$ cat src/rtl/lcd_seq.sv
// HD44780 character-LCD sequencer: autonomous power-up/init, then one command
// or data byte per valid/ready handshake, with EN pulse timing and busy waits.
module lcd_seq #(
    parameter int T_SETUP = 2,
    parameter int T_EN    = 25,
    parameter int T_CMD   = 2000,
    parameter int T_CLEAR = 80000,
    parameter int T_PWRUP = 2000000,
    parameter int CNT_W   = 32
) (
    input  logic        clk,
    input  logic        rst,
    input  logic        req_valid,
    input  logic        req_rs,
    input  logic [7:0]  req_data,
    output logic        req_ready,
    input  logic        reinit,
    output logic        init_done,
    output logic [31:0] o_lcd
);

    typedef enum logic [2:0] {
        S_PWRUP,
        S_LOAD,
        S_SETUP,
        S_PULSE,
        S_WAIT,
        S_IDLE
    } state_t;

    localparam logic [CNT_W-1:0] PWRUP_LD = CNT_W'(T_PWRUP - 1);
    localparam logic [CNT_W-1:0] SETUP_LD = CNT_W'(T_SETUP - 1);
    localparam logic [CNT_W-1:0] EN_LD    = CNT_W'(T_EN - 1);
    localparam logic [CNT_W-1:0] CMD_LD   = CNT_W'(T_CMD - 1);
    localparam logic [CNT_W-1:0] CLEAR_LD = CNT_W'(T_CLEAR - 1);

    state_t           state_q;
    logic [CNT_W-1:0] cnt_q;
    logic [1:0]       idx_q;
    logic             en_q;
    logic             rs_q;
    logic [7:0]       data_q;
    logic             init_done_q;
    logic             long_wait;

    function automatic logic [7:0] init_cmd(input logic [1:0] idx);
        case (idx)
            2'd0:    init_cmd = 8'h38;
            2'd1:    init_cmd = 8'h0C;
            2'd2:    init_cmd = 8'h01;
            default: init_cmd = 8'h06;
        endcase
    endfunction

    // Clear and return-home need the long busy wait; data writes never do.
    assign long_wait = ~rs_q && (data_q == 8'h01 || data_q == 8'h02 || data_q == 8'h03);

    assign req_ready = (state_q == S_IDLE) && init_done_q && ~reinit;
    assign init_done = init_done_q;
    // The ON bit follows reset directly so it is already high in the first cycle out of reset.
    assign o_lcd     = {~rst, 20'd0, 1'b0, rs_q, en_q, data_q};

    always_ff @(posedge clk) begin
        if (rst) begin
            state_q     <= S_PWRUP;
            cnt_q       <= PWRUP_LD;
            idx_q       <= 2'd0;
            en_q        <= 1'b0;
            rs_q        <= 1'b0;
            data_q      <= 8'h00;
            init_done_q <= 1'b0;
        end else begin
            // NOTE: this default decrement is overridden by any later reload in the case
            // below; with non-blocking assignments the last one in program order wins.
            if (cnt_q != '0) cnt_q <= cnt_q - CNT_W'(1);

            case (state_q)
                S_PWRUP: begin
                    if (cnt_q == '0) state_q <= S_LOAD;
                end
                S_LOAD: begin
                    data_q  <= init_cmd(idx_q);
                    rs_q    <= 1'b0;
                    cnt_q   <= SETUP_LD;
                    state_q <= S_SETUP;
                end
                S_SETUP: begin
                    if (cnt_q == '0) begin
                        en_q    <= 1'b1;
                        cnt_q   <= EN_LD;
                        state_q <= S_PULSE;
                    end
                end
                S_PULSE: begin
                    if (cnt_q == '0) begin
                        en_q    <= 1'b0;
                        cnt_q   <= long_wait ? CLEAR_LD : CMD_LD;
                        state_q <= S_WAIT;
                    end
                end
                S_WAIT: begin
                    if (cnt_q == '0) begin
                        // Before init_done is set, every byte in flight comes from the init list.
                        if (!init_done_q && idx_q != 2'd3) begin
                            idx_q   <= idx_q + 2'd1;
                            state_q <= S_LOAD;
                        end else begin
                            init_done_q <= 1'b1;
                            state_q     <= S_IDLE;
                        end
                    end
                end
                S_IDLE: begin
                    if (reinit) begin
                        init_done_q <= 1'b0;
                        idx_q       <= 2'd0;
                        state_q     <= S_LOAD;
                    end else if (req_valid && init_done_q) begin
                        data_q  <= req_data;
                        rs_q    <= req_rs;
                        cnt_q   <= SETUP_LD;
                        state_q <= S_SETUP;
                    end
                end
                default: state_q <= S_PWRUP;
            endcase
        end
    end

endmodule

$ cat config.mk
export PLATFORM = sky130hd
export DESIGN_NAME = lcd_seq
export DESIGN_NICKNAME = d
export VERILOG_FILES = /design/src/rtl/lcd_seq.sv
export SDC_FILE = /design/constraint.sdc
export NUM_CORES = 1
export LEC_CHECK = 0
export CAP_MARGIN = 20
export CORE_ASPECT_RATIO = 0.75
export CORE_MARGIN = 4
export CORE_UTILIZATION = 30
export CTS_CLUSTER_DIAMETER = 150
export DETAILED_ROUTE_END_ITERATION = 6
export PLACE_DENSITY_LB_ADDON = 0.3
export SETUP_SLACK_MARGIN = 0.2
export SLEW_MARGIN = 20
export SYNTH_ARGS = -nofsm -noshare
export SYNTH_HDL_FRONTEND = slang
export SYNTH_SLANG_ARGS = --single-unit
$ cat constraint.sdc
create_clock -name clk -period 4.4 [get_ports clk]
set_input_delay 0.88 -clock clk [delete_from_list [all_inputs] [get_ports clk]]
set_output_delay 0.88 -clock clk [all_outputs]
set_load 0.01 [all_outputs]
## Word-level counts from Yosys, hierarchy flattened

Cells that the tools add are included.

- Register bits: 48
- Input port bits: 13
- Output and inout port bits: 34

- Add/subtract/negate cells: 2
- Equality and inequality tests: 21
- Mux-type cells: 33
- Bitwise logic cells: 3
- Reduce and logical (&&, ||, !) cells: 20

Operators with widths:

| operator | number |
|---|---|
| two-way mux 32 bit | 5 |
| one-hot mux 32 bit (4 select lines) | 1 |
| logical NOT 32 bit | 1 |
| nonzero test 32 bit | 1 |
| subtractor 32 x 1 -> 32 bit (second input constant) | 1 |
| two-way mux 3 bit | 7 |
| != test 2 bit (second input constant) | 9 |
| one-hot mux 3 bit (6 select lines) | 1 |
| one-hot mux 6 bit (3 select lines) | 1 |
| two-way mux 17 bit | 1 |
| == test 8 x 2 -> 1 bit (second input constant) | 2 |
| two-way mux 8 bit | 2 |
| one-hot mux 8 bit (2 select lines) | 1 |
| == test 8 x 1 -> 1 bit (second input constant) | 1 |
| AND reduction 4 bit | 2 |
| two-way mux 1 bit | 7 |
| == test 3 x 2 -> 1 bit (second input constant) | 2 |
| == test 3 bit (second input constant) | 2 |
| two-way mux 2 bit | 3 |
| one-hot mux 1 bit (2 select lines) | 3 |
| AND reduction 3 bit | 2 |
| nonzero test 2 bit | 3 |
| logical AND 1 bit | 5 |
| AND reduction 5 bit | 1 |
| 12 further kinds | 15 |

## Longest topological paths before layout

Gate-level depths: netlist of run 1.

- Depth after elaboration: 7
- Gate-level depth with buffers: 11

## Worst setup path after synthesis of run 1

Ideal clock, no wire load.

- Path kind: input-to-reg
- Start: input req_valid
- End: register cnt_q[23]
- Library setup time: 115 ps
- Arrival time: 2293 ps
- Setup slack: 1993 ps
- Stages: 7
- Cells stage by stage: nor4bb_1 -> o22ai_2 -> nor2_1 -> a21o_1 -> or2b_2 -> buf_4 -> nor2_1

- Cells in the longest elaborated chain, start to end: 4

RTL lines:

| what | line | RTL |
|---|---|---|
| start: declaration | 13 | `input logic req_valid,` |
| logical AND 1 bit | 118 | `end else if (req_valid && init_done_q) begin` |
| two-way mux 32 bit | 118 |  |
| two-way mux 32 bit | 114 | `if (reinit) begin` |
| one-hot mux 32 bit (4 select lines) | 77 | `case (state_q)` |
| end signal: assignment | 75 | `if (cnt_q != '0) cnt_q <= cnt_q - CNT_W'(1);` |
| end signal: assignment | 97 | `cnt_q <= long_wait ? CLEAR_LD : CMD_LD;` |
| end: declaration | 38 | `logic [CNT_W-1:0] cnt_q;` |

Every way passes these cells.
A chain may end at the register's enable or synchronous reset.

## Worst setup path after layout of run 1

- Start: register state_q[0]
- End: output req_ready

- Cells in the longest elaborated chain, start to end: 3

RTL lines:

| what | line | RTL |
|---|---|---|
| start: declaration | 37 | `state_t state_q;` |
| start signal: assignment | 65 | `state_q <= S_PWRUP;` |
| start signal: assignment | 79 | `if (cnt_q == '0) state_q <= S_LOAD;` |
| start signal: assignment | 85 | `state_q <= S_SETUP;` |
| == test 3 bit | 58 | `assign req_ready = (state_q == S_IDLE) && init_done_q && ~reinit;` |
| logical AND 1 bit (2 in a row) | 58 |  |
| end: declaration | 16 | `output logic req_ready,` |

Every way passes these cells.

==> qor.csv, run 1 <==
metric;value;unit
status;completed;
crit path time final;3084;ps
Synth cell types;56;
GRT Overall Usage;11.61;%
core area;0.009046;mm2
layout cells sized above 1;7.781;%
Startpoint Class;flop;
DRC;0;
Max FO, Critical Path;15;
dominant synthesized flop cell;dfxtp_1;
Hold Vio Cnt, Final;0;
ratio of final minimum period to clock period;70.10;%
clock sinks;48;
First-pass DRT Iterations;4;
crit-path cells;nand3b_1 -> nor2_1 -> and2_1 -> clkdlybuf4s50_1;
area leader, netlist;dfxtp_1;
CP required;3520;ps
Post-Synth XOR/XNOR Area;7.265;%
clk_lat worst skew;290;ps
RSZ-0062 raised after global routing;false;
adder-cell area share of the yosys netlist;4.061;%
n_diodes;0;
Crit-path slowest cell;dfxtp_1;
Root Buffer;clkbuf_16;
CTS tree;yes;
die width;119.0;um
Seq/Total Area, Yosys;34.66;%
Hold Path Class;reg2reg;
commonest non-fill, non-tap cells in the layout;dfxtp_1 (48), nor2_1 (42), nand2_1 (28);
Worst VDD drop;0.1532;mV
max_slew headroom;35.83;%
cts bufs inserted;5;
row cnt;30;
r2r setup slk;1620;ps
pin count of the biggest net entering global routing;24;
CP Capture Type;output pin;
Die ar.;0.01086;mm2
hold path depth;2;
post-synthesis compound-gate area fraction;14.89;%
Final Power;0.001119;W
Bufs on Longest Clock Path;2;
power per cell area;346.9;mW/mm2
Register Area;960.9;um2
reg2reg start;cnt_q[14];
kind of critical path;reg2out;
Vias;2256;
mux contribution to synthesized area;0.7671;%
CTS clk-pin slew, worst paths;70;ps
Ys Warns;0;
leading cell type in the layout, fill and taps excluded;dfxtp_1;
Setup Viol. Count Final;0;
Multi-input gate area;0.001610;mm2
Leak;1.148;nW
routability cong.;0.7890;
R2R cell count;7;
Filler cells;929;
port bufs;25;
Min Hold Slack;491.1;ps
Worst Clk Skew;6.692;ps
final instance area;0.003224;mm2
post-DP HPWL;4624;um
Mean Syn Cell Area;8.505;um2
Final nets;368;
PostCTS Resize Cnt;0;
# Max-Cap Violations;0;
Post-Place Cell Area;0.003042;mm2
first-pass GRT wire length;10380;um
top cell type's share of synthesized area;34.66;%
Initial Utilization;30.65;%
vias in the first global route;2006;
Routed wire per std cell;13.23;um
Post-synth EDFFs;0;
Via density;4.749;
largest cells by area after synthesis;dfxtp_1 (35%), buf_4 (6.8%), nor2_1 (5.7%);
Worst-Margin Slew;960.5;ps
arrival time worst endpoint;2200;ps
First DRT Iteration DRCs;122;
cells after synthesis;326;
setup TNS;0;ps
Hold Startpoint;en_q;
I/O pins;47;
postcts setup bufs;0;
largest family of logic cells by synthesized area;simple AND/OR/NAND/NOR gates;
synthesis-to-finish area growth;16.29;%
H-tree depth;2;
final wirelength;6283;um
Worst R2R End;cnt_q[7];
Max Transition Viols Final;0;
Overflow after GRT;0;
Post-DRT Antenna Nets;0;
fmax;324.2;MHz
initial antenna violation count;0;
hold_buf cts;0;
Worst Hold Path EP;en_q;
slowest cell delay on critical path;620;ps
synthesis-stage register bit count;48;
Die Ht;91.26;um
Async SR Flop Fraction;0;%
post-synthesis simple-gate area fraction;28.25;%
mapped cell area;0.002773;mm2
[cell families after synthesis]
kind of cell	after synthesis
xor+xnor	23
buf+inv	44
fa+ha+maj	9
compound gates	59
flops	48
simple gates	140
mux	2
other cells	1
[metrics by stage]
stage	worst slack, ps	cells	util (%)
finish	1316	475	35.64
global route	1144	475	35.64
CTS	1262	475	35.64
detailed placement	1280	467	33.62
global placement	1334	467	33.62
floorplan	1993	346	-
[state kept, by name, indices dropped and copies added, names as in the netlist]
name	flops
cnt_q	32
data_q	8
en_q	1
idx_q	2
init_done	1
rs_q	1
state_q	3
[metal layers]
layer  part of all wire (%)  vias to the layer above  track usage [%]
met5                      0                        -                0
met4                    1.3                        0            3.664
met3                    3.0                        7            2.304
met2                     42                       25            16.64
met1                     53                     1075            17.27
li1                       -                     1149                -
[power breakdown]
group / internal (W) / switching, W
registers: 0.000463 / 0.0000354
clock network: 0.000299 / 0.000159
logic: 0.0000728 / 0.0000890
total: 0.000835 / 0.000283
[Yosys cell counts (all sizes together), types with 2 or more instances]
master,count
or2,2
xnor2,14
a311oi,5
o31ai,2
a31oi,3
nor2b,2
a221o,3
a22oi,4
nand3,5
o211ai,2
nand2b,3
o21ai,16
nor3b,2
or3,6
clkbuf,7
nand2,28
nand4,4
nor4,11
inv,8
dfxtp,48
nor3,24
buf,29
nand3b,2
a211oi,6
ha,9
a21oi,9
xor2,9
a22o,2
and2,3
nor2,42
[area by class of cell]
class / instances / share of cell area [%]
Multi-Input combinational cell: 254 / 49.94
Clock inverter: 1 / 0.9313
Tap cell: 128 / 4.967
Inverter: 8 / 0.9313
Sequential cell: 48 / 29.80
Clock buffer: 7 / 4.734
Timing Repair Buffer: 29 / 8.692
[worst max-delay path, delay by kind of cell, from the launching register on]
kind	cells	cell delay, ps
AND/OR/NAND/NOR	3	760
flip-flops	1	620
buffers and inverters	1	530
[worst max-delay path by stage]
stage	startpoint	to	slack, ps	depth (start not counted)
2_1_floorplan	req_valid	cnt_q[23]	1990	7
3_3_place_gp	reinit	req_ready	1330	4
3_5_place_dp	reinit	cnt_q[7]	1280	8
4_1_cts	state_q[0]	req_ready	1260	4
5_1_grt	state_q[0]	req_ready	1140	4
6_report	state_q[0]	req_ready	1320	4
Power figures use the tool's default switching activity.
==> run 2: changes to the inputs <==
Clock period 4.4 ns to 3.23 ns, I/O delays scaled along.
==> run 2 against run 1 <==
Effect of this change:
- sequential power increased by 36%
- critical path depth increased by 1
- via count decreased by 0.35%
- cell count increased by 0.42%
- clock skew increased by 0.51 ps
- largest cell class unchanged
- die area unchanged
- clock power increased by 34%
==> qor.csv, run 2 (synthesis gave the netlist of run 1 again) <==
metric;value;unit
Initial Utilization;30.65;%
Max Transition Viols Final;0;
Hold Vio Cnt, Final;0;
Leak;1.155;nW
RSZ-0062 raised after global routing;false;
port bufs;25;
commonest non-fill, non-tap cells in the layout;dfxtp_1 (48), nor2_1 (42), nand2_1 (28);
Worst-Margin Slew;784.8;ps
I/O pins;47;
post-DP HPWL;4577;um
core area;0.009046;mm2
Overflow after GRT;0;
initial antenna violation count;0;
R2R cell count;6;
kind of critical path;reg2out;
routability cong.;0.7585;
Filler cells;919;
Via density;4.713;
clk_lat worst skew;290;ps
Critical Path Source;state_q[0];
n_diodes;0;
arrival time worst endpoint;2040;ps
Post-DRT Antenna Nets;0;
status;completed;
r2r setup slk;600;ps
ratio of final minimum period to clock period;83.04;%
CP Capture Type;output pin;
synthesis-to-finish area growth;16.65;%
GRT Overall Usage;11.60;%
Max FO, Critical Path;15;
row cnt;30;
Vias;2248;
Die Ht;91.26;um
die width;119.0;um
Worst Setup Slack post-DPL;452.6;ps
Final nets;370;
Bufs on Longest Clock Path;2;
final wirelength;6172;um
layout cells sized above 1;8.309;%
CTS tree;yes;
Setup Viol. Count Final;0;
Worst Clk Skew;7.198;ps
Die ar.;0.01086;mm2
Startpoint Class;flop;
clock sinks;48;
hold_buf cts;0;
# Max-Cap Violations;0;
First DRT Iteration DRCs;152;
leading cell type in the layout, fill and taps excluded;dfxtp_1;
First-pass DRT Iterations;4;
DRC;0;
max_slew headroom;47.36;%
setup slack after layout;547.9;ps
cts bufs inserted;5;
Worst R2R End;cnt_q[7];
Routed wire per std cell;12.94;um
Hold Startpoint;en_q;
first-pass GRT wire length;10430;um
reg2reg start;cnt_q[21];
postcts setup bufs;0;
Worst Hold Path EP;en_q;
Worst VDD drop;0.2107;mV
H-tree depth;2;
pin count of the biggest net entering global routing;24;
Largest regs;cnt_q: 32 flops, data_q: 8 flops, state_q: 3 flops;
Top reg by flops;cnt_q;
crit path time final;2682;ps
PostCTS Resize Cnt;0;
CP required;2580;ps
setup TNS;0;ps
Root Buffer;clkbuf_16;
power per cell area;467.1;mW/mm2
vias in the first global route;2098;
CTS clk-pin slew, worst paths;70;ps
max FFs per register;32;
fmax;372.8;MHz
hold path depth;2;
Hold Path Class;reg2reg;
run 2: changes by cell type in the layout (fill, tap and decap cells not counted), sizes merged:
cell / delta
clkbuf: -1
buf: +2
clkinv: +1
run 2: power breakdown:
| group | total [W] | internal, W | switching [W] | leakage [nW] |
|---|---|---|---|---|
| Clock | 0.000613 | 0.000388 | 0.000225 | 0.0871 |
| Sequential | 0.000679 | 0.000631 | 0.0000479 | 0.390 |
| Combinational | 0.000219 | 0.0000988 | 0.000120 | 0.678 |
| Total | 0.00151 | 0.00112 | 0.000393 | 1.15 |
run 2: layout make-up:
cell class                 instances  area [um2]  share of cell area, %
clock buffer                       6       138.9                  4.294
timing repair buffer              31       295.3                  9.130
tap                              128       160.2                  4.952
multi-input combinational        254        1610                  49.79
inverter                           8       30.03                 0.9284
clock inverter                     2       38.79                  1.199
sequential                        48       960.9                  29.71
run 2: worst max-delay path by stage:
| stage | cells past startpoint | end | slack [ps] |
|---|---|---|---|
| global placement | 7 | cnt_q[8] | 510 |
| CTS | 5 | req_ready | 540 |
| global route | 6 | cnt_q[7] | 400 |
| finish | 5 | req_ready | 550 |
| detailed placement | 7 | cnt_q[9] | 450 |
| floorplan | 7 | cnt_q[23] | 1060 |
run 2: stage by stage:
stage          util (%)  cell area (um2)  cells  hold slack, ps  power (W)
2_1_floorplan         -             2848    346           459.6  0.0008537
3_3_place_gp      33.79             3057    469           471.6  0.0009085
3_5_place_dp      33.79             3057    469           478.7  0.0009096
4_1_cts           35.75             3234    477           494.7   0.001521
5_1_grt           35.75             3234    477           542.3   0.001582
6_report          35.75             3234    477           492.9   0.001511
run 2: critical path, cell delays in order, from the launching register on:
cell and delay [ps]:
dfxtp_1 640, nand3b_1 120, buf_4 190, nor2_1 120
and2_1 140, clkdlybuf4s50_1 530
run 2: routing by layer:
metal	share of wire, %	up-vias	global-route usage, %
li1	-	1156	-
met1	54	1063	17.24
met2	42	24	16.27
met3	3.4	5	2.366
met4	1.1	0	4.339
met5	0	-	0
